### config.mk
export PLATFORM = sky130hd
export DESIGN_NAME = ram512_arbiter_flat
export DESIGN_NICKNAME = d
export VERILOG_FILES = /design/src/rtl/ram_arb_pkg.sv /design/src/rtl/ram512_arbiter_if.sv /design/src/rtl/ram_arb_pick2.sv /design/src/rtl/ram512_arbiter.sv /design/src/flat_wrapper.sv
export SDC_FILE = /design/constraint.sdc
export NUM_CORES = 1
export LEC_CHECK = 0
export ABC_AREA = 1
export CAP_MARGIN = 5
export CORE_ASPECT_RATIO = 0.9
export CORE_MARGIN = 1.5
export CORE_UTILIZATION = 30
export DETAILED_ROUTE_END_ITERATION = 10
export SETUP_SLACK_MARGIN = 0.02
export SYNTH_ARGS = -nofsm -noshare
export SYNTH_HDL_FRONTEND = slang
export SYNTH_HIERARCHICAL = 1
export SYNTH_SLANG_ARGS = --single-unit
### constraint.sdc
create_clock -name clk -period 1.89 [get_ports clk]
set_input_delay 0.567 -clock clk [delete_from_list [all_inputs] [get_ports clk]]
set_output_delay 0.567 -clock clk [all_outputs]
set_load 0.03 [all_outputs]
### src/rtl/ram_arb_pkg.sv
// ram_arb_pkg: shared constants for the ram512_arbiter slice.
//   - FSM state encoding (IDLE/ACCESS/DONE)
//   - default address/data widths
//   - requester port identifiers
package ram_arb_pkg;

    localparam int AW_DEF = 9;
    localparam int DW_DEF = 16;

    localparam logic [1:0] ST_IDLE   = 2'd0;
    localparam logic [1:0] ST_ACCESS = 2'd1;
    localparam logic [1:0] ST_DONE   = 2'd2;

    localparam logic P0 = 1'b0;
    localparam logic P1 = 1'b1;

endpackage

### src/rtl/ram512_arbiter_if.sv
// ram512_arbiter_if: requester-side bundle of the two-port RAM arbiter.
//   Per port n in {0,1}: reqn, wen, addrn, wdatan (requester -> arbiter),
//   ackn, rdatan (arbiter -> requester).
//   modport master: the requesters; modport slave: the arbiter.
interface ram512_arbiter_if #(
    parameter int AW = 9,
    parameter int DW = 16
) ();
    logic          req0;
    logic          req1;
    logic          we0;
    logic          we1;
    logic [AW-1:0] addr0;
    logic [AW-1:0] addr1;
    logic [DW-1:0] wdata0;
    logic [DW-1:0] wdata1;
    logic          ack0;
    logic          ack1;
    logic [DW-1:0] rdata0;
    logic [DW-1:0] rdata1;

    modport master (
        output req0, req1, we0, we1, addr0, addr1, wdata0, wdata1,
        input  ack0, ack1, rdata0, rdata1
    );

    modport slave (
        input  req0, req1, we0, we1, addr0, addr1, wdata0, wdata1,
        output ack0, ack1, rdata0, rdata1
    );
endinterface

### src/rtl/ram_arb_pick2.sv
// ram_arb_pick2: combinational two-way request picker.
//   in : req0, req1, last_grant (port id granted most recently)
//   out: grant_valid (any request), grant_id (winning port)
//   Config macro RAM_ARB_FIXED_PRIO_EN: when defined, port 0 always wins a
//   tie; otherwise a tie goes to the port that did not win last time.
module ram_arb_pick2
    import ram_arb_pkg::*;
(
    input  logic req0,
    input  logic req1,
    input  logic last_grant,
    output logic grant_valid,
    output logic grant_id
);

`ifdef RAM_ARB_FIXED_PRIO_EN
    // last_grant is kept on the port list for drop-in compatibility only
    logic unused_last_grant_s;
    assign unused_last_grant_s = last_grant;
`endif

    // Winner selection for the current request pattern
    always_comb begin
        grant_valid = req0 | req1;
        grant_id    = P0;
        case ({req1, req0})
            2'b01:   grant_id = P0;
            2'b10:   grant_id = P1;
`ifdef RAM_ARB_FIXED_PRIO_EN
            2'b11:   grant_id = P0;
`else
            2'b11:   grant_id = (last_grant == P0) ? P1 : P0;
`endif
            default: grant_id = P0;
        endcase
    end

endmodule

### src/rtl/ram512_arbiter.sv
// ram512_arbiter: arbiter and sequencer for a single-port 512 x 16 RAM.
//   clk, rst_n        : clock (shared with the RAM), async active-low reset
//   bus (slave)       : two requester ports, req/ack handshake, rdata per port
//   ram_sel/ram_in    : registered RAM address / write data
//   ram_load          : RAM write enable, high only in ACCESS of a write
//   ram_out           : combinational RAM read data
//   busy              : high in ACCESS and DONE
//   Every access takes IDLE -> ACCESS -> DONE (3 cycles). Tie policy is set
//   by RAM_ARB_FIXED_PRIO_EN inside ram_arb_pick2 (round-robin by default).
module ram512_arbiter
    import ram_arb_pkg::*;
#(
    parameter int AW = AW_DEF,
    parameter int DW = DW_DEF
) (
    input  logic          clk,
    input  logic          rst_n,
    ram512_arbiter_if.slave bus,
    output logic [AW-1:0] ram_sel,
    output logic [DW-1:0] ram_in,
    output logic          ram_load,
    input  logic [DW-1:0] ram_out,
    output logic          busy
);

    logic [1:0]    state_r;
    logic          we_r;
    logic          id_r;
    logic          last_grant_r;
    logic [AW-1:0] addr_r;
    logic [DW-1:0] wdata_r;
    logic          ack0_r;
    logic          ack1_r;
    logic [DW-1:0] rdata0_r;
    logic [DW-1:0] rdata1_r;

    logic          grant_valid_s;
    logic          grant_id_s;
    logic          win_we_s;
    logic [AW-1:0] win_addr_s;
    logic [DW-1:0] win_wdata_s;

    ram_arb_pick2 u_pick (
        .req0        (bus.req0),
        .req1        (bus.req1),
        .last_grant  (last_grant_r),
        .grant_valid (grant_valid_s),
        .grant_id    (grant_id_s)
    );

    // Command fields of whichever port the picker selected
    always_comb begin
        win_we_s    = bus.we0;
        win_addr_s  = bus.addr0;
        win_wdata_s = bus.wdata0;
        if (grant_id_s == P1) begin
            win_we_s    = bus.we1;
            win_addr_s  = bus.addr1;
            win_wdata_s = bus.wdata1;
        end else begin
            win_we_s    = bus.we0;
            win_addr_s  = bus.addr0;
            win_wdata_s = bus.wdata0;
        end
    end

    // FSM, command registers, ack pulses and per-port read data capture
    always_ff @(posedge clk or negedge rst_n) begin
        if (!rst_n) begin
            state_r      <= ST_IDLE;
            we_r         <= 1'b0;
            id_r         <= P0;
            last_grant_r <= P1;
            addr_r       <= {AW{1'b0}};
            wdata_r      <= {DW{1'b0}};
            ack0_r       <= 1'b0;
            ack1_r       <= 1'b0;
            rdata0_r     <= {DW{1'b0}};
            rdata1_r     <= {DW{1'b0}};
        end else begin
            case (state_r)
                ST_IDLE: begin
                    ack0_r <= 1'b0;
                    ack1_r <= 1'b0;
                    if (grant_valid_s) begin
                        // addr_r/wdata_r double as ram_sel/ram_in, so they
                        // only change here and hold between accesses
                        we_r         <= win_we_s;
                        addr_r       <= win_addr_s;
                        wdata_r      <= win_wdata_s;
                        id_r         <= grant_id_s;
                        last_grant_r <= grant_id_s;
                        state_r      <= ST_ACCESS;
                    end else begin
                        state_r <= ST_IDLE;
                    end
                end
                ST_ACCESS: begin
                    if (!we_r) begin
                        if (id_r == P1) begin
                            rdata1_r <= ram_out;
                        end else begin
                            rdata0_r <= ram_out;
                        end
                    end
                    // ack is registered here so it is visible during DONE
                    ack0_r  <= (id_r == P0);
                    ack1_r  <= (id_r == P1);
                    state_r <= ST_DONE;
                end
                ST_DONE: begin
                    ack0_r  <= 1'b0;
                    ack1_r  <= 1'b0;
                    state_r <= ST_IDLE;
                end
                default: begin
                    ack0_r  <= 1'b0;
                    ack1_r  <= 1'b0;
                    state_r <= ST_IDLE;
                end
            endcase
        end
    end

    // State decode for the write strobe and busy flag; reset clears both at once
    always_comb begin
        ram_load = 1'b0;
        busy     = 1'b0;
        case (state_r)
            ST_IDLE: begin
                ram_load = 1'b0;
                busy     = 1'b0;
            end
            ST_ACCESS: begin
                ram_load = we_r;
                busy     = 1'b1;
            end
            ST_DONE: begin
                ram_load = 1'b0;
                busy     = 1'b1;
            end
            default: begin
                ram_load = 1'b0;
                busy     = 1'b0;
            end
        endcase
    end

    assign ram_sel    = addr_r;
    assign ram_in     = wdata_r;
    assign bus.ack0   = ack0_r;
    assign bus.ack1   = ack1_r;
    assign bus.rdata0 = rdata0_r;
    assign bus.rdata1 = rdata1_r;

endmodule

### src/flat_wrapper.sv
// flat-port wrapper written by rule: the top's interface ports become plain ports
module ram512_arbiter_flat import ram_arb_pkg::*;
#(
    parameter int AW = AW_DEF,
    parameter int DW = DW_DEF
)
  (clk, rst_n, ram_sel, ram_in, ram_load, ram_out, busy, bus_req0, bus_req1, bus_we0, bus_we1, bus_addr0, bus_addr1, bus_wdata0, bus_wdata1, bus_ack0, bus_ack1, bus_rdata0, bus_rdata1);
  ram512_arbiter_if #(.AW(AW), .DW(DW)) bus_i ();
  input  logic clk;
  input  logic rst_n;
  output logic [AW-1:0] ram_sel;
  output logic [DW-1:0] ram_in;
  output logic ram_load;
  input  logic [DW-1:0] ram_out;
  output logic busy;
  input wire logic [$bits(bus_i.req0)-1:0] bus_req0;
  input wire logic [$bits(bus_i.req1)-1:0] bus_req1;
  input wire logic [$bits(bus_i.we0)-1:0] bus_we0;
  input wire logic [$bits(bus_i.we1)-1:0] bus_we1;
  input wire logic [$bits(bus_i.addr0)-1:0] bus_addr0;
  input wire logic [$bits(bus_i.addr1)-1:0] bus_addr1;
  input wire logic [$bits(bus_i.wdata0)-1:0] bus_wdata0;
  input wire logic [$bits(bus_i.wdata1)-1:0] bus_wdata1;
  output wire logic [$bits(bus_i.ack0)-1:0] bus_ack0;
  output wire logic [$bits(bus_i.ack1)-1:0] bus_ack1;
  output wire logic [$bits(bus_i.rdata0)-1:0] bus_rdata0;
  output wire logic [$bits(bus_i.rdata1)-1:0] bus_rdata1;
  assign bus_i.req0 = bus_req0;
  assign bus_i.req1 = bus_req1;
  assign bus_i.we0 = bus_we0;
  assign bus_i.we1 = bus_we1;
  assign bus_i.addr0 = bus_addr0;
  assign bus_i.addr1 = bus_addr1;
  assign bus_i.wdata0 = bus_wdata0;
  assign bus_i.wdata1 = bus_wdata1;
  assign bus_ack0 = bus_i.ack0;
  assign bus_ack1 = bus_i.ack1;
  assign bus_rdata0 = bus_i.rdata0;
  assign bus_rdata1 = bus_i.rdata1;
  ram512_arbiter #(.AW(AW), .DW(DW)) u_core (.clk(clk), .rst_n(rst_n), .bus(bus_i), .ram_sel(ram_sel), .ram_in(ram_in), .ram_load(ram_load), .ram_out(ram_out), .busy(busy));
endmodule
==> reports/summary.txt <==
aggregate global-route resource usage: 0.1636
maximum number of buffers from clock root to sink: 2
remaining max-slew budget at the tightest pin: 0.6553
transition time of the tightest slew-check pin: 517.1 ps
post-route non-filler standard cell count: 622
highest-delay cell along the critical path: dfrtp_1
placeable core region: 0.009290 mm²
Ys Warns: 6
TritonRoute pass-1 iters: 4
ordered cell list for the critical path: inv_2, ha_2, nand2_1, inv_1, buf_6
hold violation count in the final report: 0
number of slew-limit violations in the final report: 0
crit path setup slack, layout: 103.6 ps
number of vias in the routed layout: 2,743
worst ir drop on vdd: 0.0009053 V
leakage power summed over all cells: 0.002430 µW
antenna violations before repair: 0
y dimension of the die: 96.66 µm
number of instances in the synthesized netlist: 362
syn nets: 437
Clock Skew: 8.753 ps
number of setup violations in the final report: 0
remaining antenna violation count after routing: 0
worst-skew pair later-pin latency: 330 ps
launch point of the critical path: u_core/state_r[1]$_DFF_PN0_
number of synthesized flops with an enable pin: 0
flip-flop and latch count after synthesis: 64
CP Capture Type: primary output
clock transition at the registers of the reported paths: 70 ps
crit path max fanout: 3
result of the run: finished, final reports clean
Port Buffers: 132
area of the multi-input gates: 0.001135 mm²
flip-flop cell with the highest count after synthesis: dfrtp_1
die area: 0.01035 mm²
Vias per Instance: 4.410
setup slack after placement: -31.84 ps
global-route wire length before repair: 13,340 µm
arrival time at the worst endpoint: 1220 ps
Seq. cell area: 0.001603 mm²
Syn-to-layout area delta: 54.00%
setup repair after global routing missed its margin: yes
DRC violation count after routing: 0
cell types with the highest counts after synthesis: nand2_1, dfrtp_1, nand3_1, nand4_1, buf_2
total wire length: 8057 µm
Layout Nets: 570
number of buffers added to fix hold violations after cts: 0
post-layout min period: 1786 ps
top area cells in the synthesized netlist: dfrtp_1, nand2_1, nand4_1
highest cell delay on the worst timing path: 380 ps
area share of the largest cell type after synthesis: 0.5392
placer congestion estimate: 0.7396
count of different cell masters after synthesis: 18
CTS tree: yes
share of final-layout standard cells stronger than drive strength 1: 0.07600
DR iter-0 viols: 92
largest net degree at the start of global routing: 29
Placement Rows: 33
cell taking the most area after synthesis: dfrtp_1
IO Pins: 133
async set-or-reset flop fraction in the synthesized netlist: 1.000
utilization after layout: 0.4847
type of the worst setup path: reg2out
final antenna diode count: 0
maximum frequency from static timing analysis: 0.5598 GHz
synthesized area per cell: 8.077 µm²
fill cell instance count of the final layout: 960
startpoint of the worst register-to-register path: u_core/state_r[0]$_DFF_PN0_
Startpoint Class: flip-flop
Die Span X: 107.1 µm
most repeated cell in the gate-level netlist after synthesis: nand2_1
initial standard-cell utilization of the core: 0.3147
sum of internal, switching and leakage power: 7787 µW
worst min-delay path class: in2async
Routed wire per std cell: 12.95 µm
number of cells after detailed placement: 605
Detailed Place HPWL: 5708 µm
ratio of total power to cell area: 1729 mW/mm²
crit share post-route: 0.9452
via count of the first global-routing pass: 2,666
overflow left after global routing: 0
share of synthesized area occupied by flip-flops and latches: 0.5481
total clock sinks: 64
H-tree levels: 3
post-synthesis instance area: 0.002924 mm²
number of buffers created by CTS: 9
count of max-cap constraint violations: 0
worst path required time: 1320 ps
root buffer cell: clkbuf_8
==> layer usage <==
metal	up-vias	track usage	part of all wire
met5	-	0	0
met4	0	0.03385	0.0077
met3	5	0.06267	0.071
met2	97	0.2484	0.45
met1	1251	0.2216	0.47
li1	1390	-	-
==> state kept, by name (all words and copies together), names as in the netlist <==
signal,cells
u_core/ram_sel,9
u_core/ram_in,16
u_core/we_r,1
u_core/bus.ack0,1
u_core/bus.rdata1,16
u_core/state_r,2
u_core/bus.rdata0,16
u_core/last_grant_r,1
u_core/id_r,1
u_core/bus.ack1,1
==> layout make-up <==
type	instances	area share
timing repair buffer	142	0.3015
multi-input combinational	269	0.2520
inverter	9	0.007502
sequential	64	0.3559
clock buffer	11	0.03140
clock inverter	5	0.01778
tap	122	0.03390
==> power breakdown <==
part	switching [µW]	total [µW]	leakage (µW)	internal (µW)
Sequential	382	2430	0.000790	2040
Combinational	2750	4060	0.00153	1320
Clock	521	1300	0.000106	777
==> metrics by stage <==
step | setup TNS [ps] | hold slack [ps] | area [µm²]
after floorplan | 0 | 271.4 | 2924
after global placement | -70.35 | 453.5 | 4338
after detailed placement | -414.2 | 457.9 | 4338
after CTS | 0 | 194.3 | 4486
after global routing | -0.4940 | 201.4 | 4503
final | 0 | 194.0 | 4503
==> what timing repair did <==
item / CTS / global route
buffers inserted: 0 / 1
endpoints found under the setup margin: 59 / 2
gates cloned: 0 / 0
gates resized for setup: 59 / 4
==> worst max-delay path: cells and delay by family (launching register included) <==
kind                       cells  cell delay [ps]
adders and majority gates      1              180
DFF                            1              380
and+or+nand+nor                1               50
buffers and inverters          3              280
==> final timing paths <==
| check | end | slack, ps | depth (start not counted) |
|---|---|---|---|
| worst max-delay path | ram_load | 100 | 5 |
| worst min-delay path | u_core/bus.rdata0[5]$_DFFE_PN0P_ | 190 | 1 |
| worst max register to register | u_core/bus.rdata1[13]$_DFFE_PN0P_ | 350 | 5 |
| worst min register to register | u_core/bus.rdata0[4]$_DFFE_PN0P_ | 470 | 2 |
| max in group asynchronous | u_core/bus.rdata0[10]$_DFFE_PN0P_ | 1170 | 2 |
| min in group clk | u_core/bus.rdata0[4]$_DFFE_PN0P_ | 470 | 2 |
==> kinds of logic after synthesis <==
group	after synthesis	share of synthesized area
and+or+nand+nor	265	0.3714
DFF	64	0.5481
buffers and inverters	29	0.06589
adders and majority gates	3	0.01284
AOI/OAI and AO/OA	1	0.001710
==> cells in the final DEF, fill, tap and decap left out <==
cell             Yosys  layout
nand2_1            228     228
clkdlybuf4s50_1      0      70
dfrtp_1             63      63
dlygate4sd2_1        0      59
nand3_1             16      16
nand4_1             16      16
clkbuf_8             0      10
buf_4                5       7
inv_1                6       5
inv_2                3       4
buf_12               1       3
clkinvlp_4           0       2
bufinv_16            0       2
buf_6                5       2
ha_1                 3       2
clkinv_2             0       1
clkbuf_1             0       1
buf_2                9       1
nor2_1               1       1
nor2_4               1       1
nand2_4              1       1
nand3_4              1       1
ha_2                 0       1
dfstp_2              1       1
a21oi_2              0       1
or2_1                1       1
(Power assumes the default switching activity.)
